--- src/rtl/maxpool_relu_stream_if.sv ---
// Handshake bundle for the max-pool stream: sample input side plus pooled-result output side.
// The slave modport is the pooling unit; the master modport is its surrounding datapath.
interface maxpool_relu_stream_if #(
    parameter int unsigned DATA_W = 32,
    parameter int unsigned CNT_W  = 3
);
    logic              in_valid;
    logic              in_ready;
    logic [DATA_W-1:0] in_data;
    logic              in_last;
    logic              out_valid;
    logic              out_ready;
    logic [DATA_W-1:0] out_data;
    logic [CNT_W-1:0]  out_count;

    modport master (
        output in_valid, in_data, in_last, out_ready,
        input  in_ready, out_valid, out_data, out_count
    );

    modport slave (
        input  in_valid, in_data, in_last, out_ready,
        output in_ready, out_valid, out_data, out_count
    );
endinterface

--- src/rtl/maxpool_relu_stream.sv ---
// Streaming max-pool: folds up to WINDOW samples (or fewer, ended by in_last) into one
// value, optionally ReLU-clamped, with registered valid/ready output.
module maxpool_relu_stream #(
    parameter int unsigned DATA_W = 32,
    parameter int unsigned WINDOW = 4,
    parameter int unsigned CNT_W  = $clog2(WINDOW + 1)
) (
    input  logic                   clk,
    input  logic                   rst_n,
    input  logic                   relu_en,
    maxpool_relu_stream_if.slave   bus
);

    typedef enum logic {EMPTY, ACCUM} state_e;

    state_e            state_q, state_d;
    logic [CNT_W-1:0]  cnt_q, cnt_d;
    logic [DATA_W-1:0] acc_q, acc_d;
    logic              mode_q, mode_d;
    logic              out_valid_q, out_valid_d;
    logic [DATA_W-1:0] out_data_q, out_data_d;
    logic [CNT_W-1:0]  out_count_q, out_count_d;

    logic              in_ready_c;
    logic              accept_c;
    logic              cur_mode_c;
    logic [DATA_W-1:0] fx_c;
    logic [DATA_W-1:0] new_acc_c;
    logic [CNT_W-1:0]  new_cnt_c;
    logic              close_c;

    // ReLU clamps any negative sample (including the most negative value) to zero.
    function automatic logic [DATA_W-1:0] f_val(input logic [DATA_W-1:0] x, input logic relu);
        if (relu && x[DATA_W-1]) return '0;
        return x;
    endfunction

    // In ReLU mode both operands are non-negative, so magnitude of the low bits decides.
    function automatic logic greater(input logic [DATA_W-1:0] a, input logic [DATA_W-1:0] b,
                                     input logic relu);
        if (relu) return a[DATA_W-2:0] > b[DATA_W-2:0];
        return $signed(a) > $signed(b);
    endfunction

    assign in_ready_c = !out_valid_q || bus.out_ready;
    assign accept_c   = bus.in_valid && in_ready_c;

    always_ff @(posedge clk or negedge rst_n) begin
        if (!rst_n) begin
            state_q     <= EMPTY;
            cnt_q       <= '0;
            acc_q       <= '0;
            mode_q      <= 1'b1;
            out_valid_q <= 1'b0;
            out_data_q  <= '0;
            out_count_q <= '0;
        end else begin
            state_q     <= state_d;
            cnt_q       <= cnt_d;
            acc_q       <= acc_d;
            mode_q      <= mode_d;
            out_valid_q <= out_valid_d;
            out_data_q  <= out_data_d;
            out_count_q <= out_count_d;
        end
    end

    // Window fold and output handshake.
    always_comb begin
        state_d     = state_q;
        cnt_d       = cnt_q;
        acc_d       = acc_q;
        mode_d      = mode_q;
        out_valid_d = out_valid_q;
        out_data_d  = out_data_q;
        out_count_d = out_count_q;
        cur_mode_c  = mode_q;
        fx_c        = '0;
        new_acc_c   = acc_q;
        new_cnt_c   = cnt_q;
        close_c     = 1'b0;

        if (out_valid_q && bus.out_ready) out_valid_d = 1'b0;

        if (accept_c) begin
            unique case (state_q)
                EMPTY: begin
                    cur_mode_c = relu_en;
                    mode_d     = relu_en;
                    fx_c       = f_val(bus.in_data, relu_en);
                    new_acc_c  = fx_c;
                    new_cnt_c  = CNT_W'(1);
                end
                ACCUM: begin
                    cur_mode_c = mode_q;
                    fx_c       = f_val(bus.in_data, mode_q);
                    new_acc_c  = greater(fx_c, acc_q, cur_mode_c) ? fx_c : acc_q;
                    new_cnt_c  = CNT_W'(cnt_q + CNT_W'(1));
                end
                default: ;
            endcase

            close_c = (new_cnt_c == CNT_W'(WINDOW)) || bus.in_last;

            if (close_c) begin
                out_valid_d = 1'b1;
                out_data_d  = new_acc_c;
                out_count_d = new_cnt_c;
                acc_d       = '0;
                cnt_d       = '0;
                state_d     = EMPTY;
            end else begin
                acc_d   = new_acc_c;
                cnt_d   = new_cnt_c;
                state_d = ACCUM;
            end
        end
    end

    assign bus.in_ready  = in_ready_c;
    assign bus.out_valid = out_valid_q;
    assign bus.out_data  = out_data_q;
    assign bus.out_count = out_count_q;

endmodule

--- src/flat_wrapper.sv ---
// flat-port wrapper written by rule: the top's interface ports become plain ports
module maxpool_relu_stream_flat 
#(
    parameter int unsigned DATA_W = 32,
    parameter int unsigned WINDOW = 4,
    parameter int unsigned CNT_W  = $clog2(WINDOW + 1)
)
  (clk, rst_n, relu_en, bus_in_valid, bus_in_data, bus_in_last, bus_out_ready, bus_in_ready, bus_out_valid, bus_out_data, bus_out_count);
  maxpool_relu_stream_if #(.DATA_W(DATA_W), .CNT_W(CNT_W)) bus_i ();
  input  logic clk;
  input  logic rst_n;
  input  logic relu_en;
  input wire logic [$bits(bus_i.in_valid)-1:0] bus_in_valid;
  input wire logic [$bits(bus_i.in_data)-1:0] bus_in_data;
  input wire logic [$bits(bus_i.in_last)-1:0] bus_in_last;
  input wire logic [$bits(bus_i.out_ready)-1:0] bus_out_ready;
  output wire logic [$bits(bus_i.in_ready)-1:0] bus_in_ready;
  output wire logic [$bits(bus_i.out_valid)-1:0] bus_out_valid;
  output wire logic [$bits(bus_i.out_data)-1:0] bus_out_data;
  output wire logic [$bits(bus_i.out_count)-1:0] bus_out_count;
  assign bus_i.in_valid = bus_in_valid;
  assign bus_i.in_data = bus_in_data;
  assign bus_i.in_last = bus_in_last;
  assign bus_i.out_ready = bus_out_ready;
  assign bus_in_ready = bus_i.in_ready;
  assign bus_out_valid = bus_i.out_valid;
  assign bus_out_data = bus_i.out_data;
  assign bus_out_count = bus_i.out_count;
  maxpool_relu_stream #(.DATA_W(DATA_W), .WINDOW(WINDOW), .CNT_W(CNT_W)) u_core (.clk(clk), .rst_n(rst_n), .relu_en(relu_en), .bus(bus_i));
endmodule
--- config.mk ---
export PLATFORM = sky130hd
export DESIGN_NAME = maxpool_relu_stream_flat
export DESIGN_NICKNAME = d
export VERILOG_FILES = /design/src/rtl/maxpool_relu_stream_if.sv /design/src/rtl/maxpool_relu_stream.sv /design/src/flat_wrapper.sv
export SDC_FILE = /design/constraint.sdc
export NUM_CORES = 1
export LEC_CHECK = 0
export ABC_AREA = 0
export CAP_MARGIN = 20
export CORE_UTILIZATION = 57
export CTS_CLUSTER_DIAMETER = 100
export CTS_CLUSTER_SIZE = 16
export DETAILED_ROUTE_END_ITERATION = 6
export GPL_TIMING_DRIVEN = 0
export PLACE_DENSITY_LB_ADDON = 0.08
export RECOVER_POWER = 100
export SYNTH_ARGS = -nofsm -noshare
export SYNTH_HDL_FRONTEND = slang
export SYNTH_SLANG_ARGS = --single-unit
--- constraint.sdc ---
create_clock -name clk -period 10.3 [get_ports clk]
set_clock_uncertainty 0.15 [all_clocks]
set_input_delay 1.03 -clock clk [delete_from_list [all_inputs] [get_ports clk]]
set_output_delay 1.03 -clock clk [all_outputs]
set_load 0.1 [all_outputs]
==> flow_summary.yaml <==
setup_path:
  cp.buffers_inverters: 3
  critPathLaunchType: "input port"
  path_cells: "dlygate4sd3_1 > nand2_1 > clkbuf_1 > and2_0 > ha_1 > and3_1 > a221o_1 > o21ai_0 > nand4b_1 > a2111oi_0 > o21bai_4 > clkbuf_1 > mux2i_1 > o21ai_0"
  max_stage_delay_ns: 0.81
  path_delay_family: "compound AO/OA/AOI/OAI gates"
  path_max_fanout: 10
  slowest_stage: "a2111oi_0"
  worstSetupEndpointType: "flip-flop"
  critPathRequiredTime_ns: 10.36
  path_class: "input port to flip-flop"
  cp.arrival_ns: 5.63
logic_synthesis:
  synth-xor-area-share_pct: 0.195
  yosys_warnings: 0
  synth-compound-area-share_pct: 22.9
  synth.area.top_cells: "dfrtp_1 40%, ha_1 9.2%, mux2i_1 6.7%"
  synth-seq-cells: 73
  synth_flop_cell: "dfrtp_1"
  synth_cells: 486
  muxShareOfSynthArea_pct: 7.51
  yosysTopAreaCell: "dfrtp_1"
  synth_adder_area_share_pct: 9.18
  synth_top_family_by_area: "compound AO/OA/AOI/OAI gates"
  synth_edf_count: 0
  ys_async_sr_fraction_pct: 100
  synth_fp_nets: 557
  synthSimpleGateAreaFrac_pct: 13.7
  synth_top_area_share_pct: 40.0
  synth_area_sq_um: 4500
  netlist-cell-type-count: 43
  ys_seq_area_share_pct: 40.6
  avgSynthCellArea_sq_um: 9.26
grt:
  grt_max_degree: 42
  grt_pass1_wl_mm: 19.9
  grt_overflow: 0
  track_usage_pct: 30.3
  antenna_found_initial: 0
  grt_pass1_vias: 4093
route:
  wire_per_inst_um: 17.7
  drt-initial-drc-count: 289
  vias_per_cell: 6.11
  drt-pass1-iter-count: 5
  vias: 4152
  drc: 0
  antenna_left: 0
  routed_wl_mm: 12.0
pwr:
  peakVddDrop_mv: 0.125
  power_density_nw_per_um2: 219
  clkPwrFrac_pct: 16.3
  leakage_uw: 0.00236
  combinationalPowerShare_pct: 52.4
  swShare_pct: 48.8
  switchingPower_uw: 585
  p_seq_share_pct: 31.3
  p_int_uw: 614
cts:
  post_cts_buffers: 0
  numCtsBuffers: 9
  cts-root-buf: "clkbuf_8"
  clkSinkCount: 73
  cts_max_level: 3
  post_cts_resized: 0
  clk_latency_ns: 0.36
  clk_pin_slew_ns: 0.07
  cts_tree: "yes"
  hold_buffers: 0
  clockBufferDepth: 2
floorplanning:
  die_h_um: 90.8
  start_util_pct: 58.5
  die_w_um: 90.8
  die_area_sq_um: 8250
  coreArea_sq_um: 7690
  ioPinCount: 75
  std_cell_rows: 32
cells_and_area:
  nFillCells: 634
  n_antenna_cell: 0
  final_cells: 679
  drive_above_1_share_pct: 3.81
  syn_to_final_growth_pct: 22.0
  final_nets: 643
place:
  dpl.hpwl_mm: 8.62
  place_inst: 663
  portBuffers: 74
  place.gp.congestion: 0.844
timing:
  rsz0062_at_grt: "no"
  finalSetupViolations: 0
  period_needed_ns: 5.57
  fmax_ghz: 0.180
  slew_viol_final: 76
  post-route-period-util_pct: 54.1
  maxSlewHeadroom_pct: -50.1
  hold_viol_final: 0
  tns_ns: 0
  worst_slew_pin_slew_ns: 2.25
flow_run:
  cap_violations: 2
outcome:
  status: "finished with violations"
  violations: "max-capacitance violations, max-slew violations"
min_path:
  min_path_type: "flip-flop to flip-flop"
cells in the mapped netlist (all sizes together), types with 2 or more instances:
cell type	number
nor2	38
mux2i	30
a221o	4
dfrtp	72
a211o	2
and3	3
nand4	5
and2	32
a2111oi	2
buf	3
and4	3
nand2	19
a22oi	31
clkbuf	28
nand3	7
ha	33
mux2	3
o22ai	31
a21o	5
o21ai	37
nor2b	4
inv	34
a21oi	42
a31oi	2
nor3b	2
power by group through the flow:
stage / Combinational [uW] / Sequential [uW] / Clock (uW)
final: 629 / 375 / 195
after global routing: 668 / 382 / 208
after CTS: 654 / 376 / 195
after detailed placement: 650 / 381 / 0
after global placement: 636 / 378 / 0
after floorplan: 266 / 602 / 0
worst register-to-register path, stage by stage (launching register included):
cell and delay, ns:
dfstp_2 0.57, nand2_1 0.11, clkbuf_1 0.28, and2_0 0.26
ha_1 0.31, and3_1 0.24, a221o_1 0.37, o21ai_0 0.30
nand4b_1 0.14, a2111oi_0 0.81, o21bai_4 0.16, clkbuf_1 0.39
mux2i_1 0.36, o21ai_0 0.13
sequential cells by signal (all words and copies together), names as in the netlist:
signal and count:
u_core.cnt_q 3, u_core.mode_q 1, u_core.bus.out_data 32, u_core.state_q 1
u_core.bus.out_count 3, u_core.acc_q 32, u_core.bus.out_valid 1
cell usage in the layout (no fill, tap or decap), types with 2 or more instances in the layout:
cell | netlist | layout
and4_1 | 3 | 3
and3_1 | 3 | 3
nor2b_1 | 4 | 4
a31oi_1 | 2 | 2
dlygate4sd3_1 | 0 | 39
nand3_1 | 7 | 7
nand4_1 | 5 | 5
inv_1 | 34 | 34
a211o_1 | 2 | 2
clkdlybuf4s50_1 | 0 | 34
o21ai_1 | 18 | 3
a21o_1 | 5 | 5
o22ai_1 | 31 | 31
a221o_1 | 4 | 4
nor3b_1 | 2 | 2
ha_1 | 33 | 33
a22oi_1 | 31 | 31
clkbuf_1 | 28 | 36
and2_1 | 32 | 31
nor2_1 | 38 | 38
clkinv_2 | 0 | 4
nand2_1 | 19 | 19
o21ai_0 | 19 | 34
a21oi_1 | 41 | 41
mux2_2 | 2 | 2
dfrtp_1 | 72 | 72
clkbuf_8 | 0 | 9
mux2i_1 | 30 | 30
metrics by stage:
stage	hold WS [ns]	power (uW)	instance area, sq um	util [%]	worst slack (ns)
3_3_place_gp	0.303	1010	5370	69.8	5.23
2_1_floorplan	0.304	868	4500	-	6.28
6_report	0.313	1200	5490	71.4	4.73
4_1_cts	0.322	1230	5540	72.1	5.45
3_5_place_dp	0.306	1030	5390	70.1	5.14
5_1_grt	0.340	1260	5490	71.4	4.51
kinds of logic (layout without fill, tap and decap cells):
kind of cell	after synthesis	in the layout
AO/OA/AOI/OAI	161	161
buffers and inverters	65	156
flip-flops	73	73
XOR/XNOR	1	1
AND/OR/NAND/NOR	120	120
multiplexers	33	33
adder cells (fa/ha/maj)	33	33
routing by layer:
layer  GRT usage, %  up-vias  wire (um)
li1               -     1935          -
met1           40.9     2021       5260
met3           5.22       25        845
met5              0        -          0
met2           48.6      171       5660
met4           12.2        0        257
path summary, 6_finish.rpt:
check | start | endpoint | slack (ns) | cells past startpoint
max reg2reg | u_core.mode_q | u_core.acc_q[8] | 5.58 | 13
min in group asynchronous | rst_n | u_core.acc_q[7] | 0.99 | 1
min | u_core.bus.out_count[2] | u_core.bus.out_count[2] | 0.31 | 2
max in group asynchronous | rst_n | u_core.bus.out_valid | 6.15 | 2
min reg2reg | u_core.bus.out_count[2] | u_core.bus.out_count[2] | 0.31 | 2
max | bus_in_data[31] | u_core.acc_q[8] | 4.73 | 14
cell type report:
class / instances / area (sq um) / area share (%)
Multi-Input combinational cell: 348 / 2390 / 43.6
Sequential cell: 73 / 1830 / 33.3
Timing Repair Buffer: 75 / 738 / 13.5
Clock buffer: 12 / 135 / 2.46
Inverter: 34 / 128 / 2.33
Tap cell: 102 / 128 / 2.33
Buffer: 31 / 116 / 2.12
Clock inverter: 4 / 20.0 / 0.365
Power figures use the tool's default switching activity.
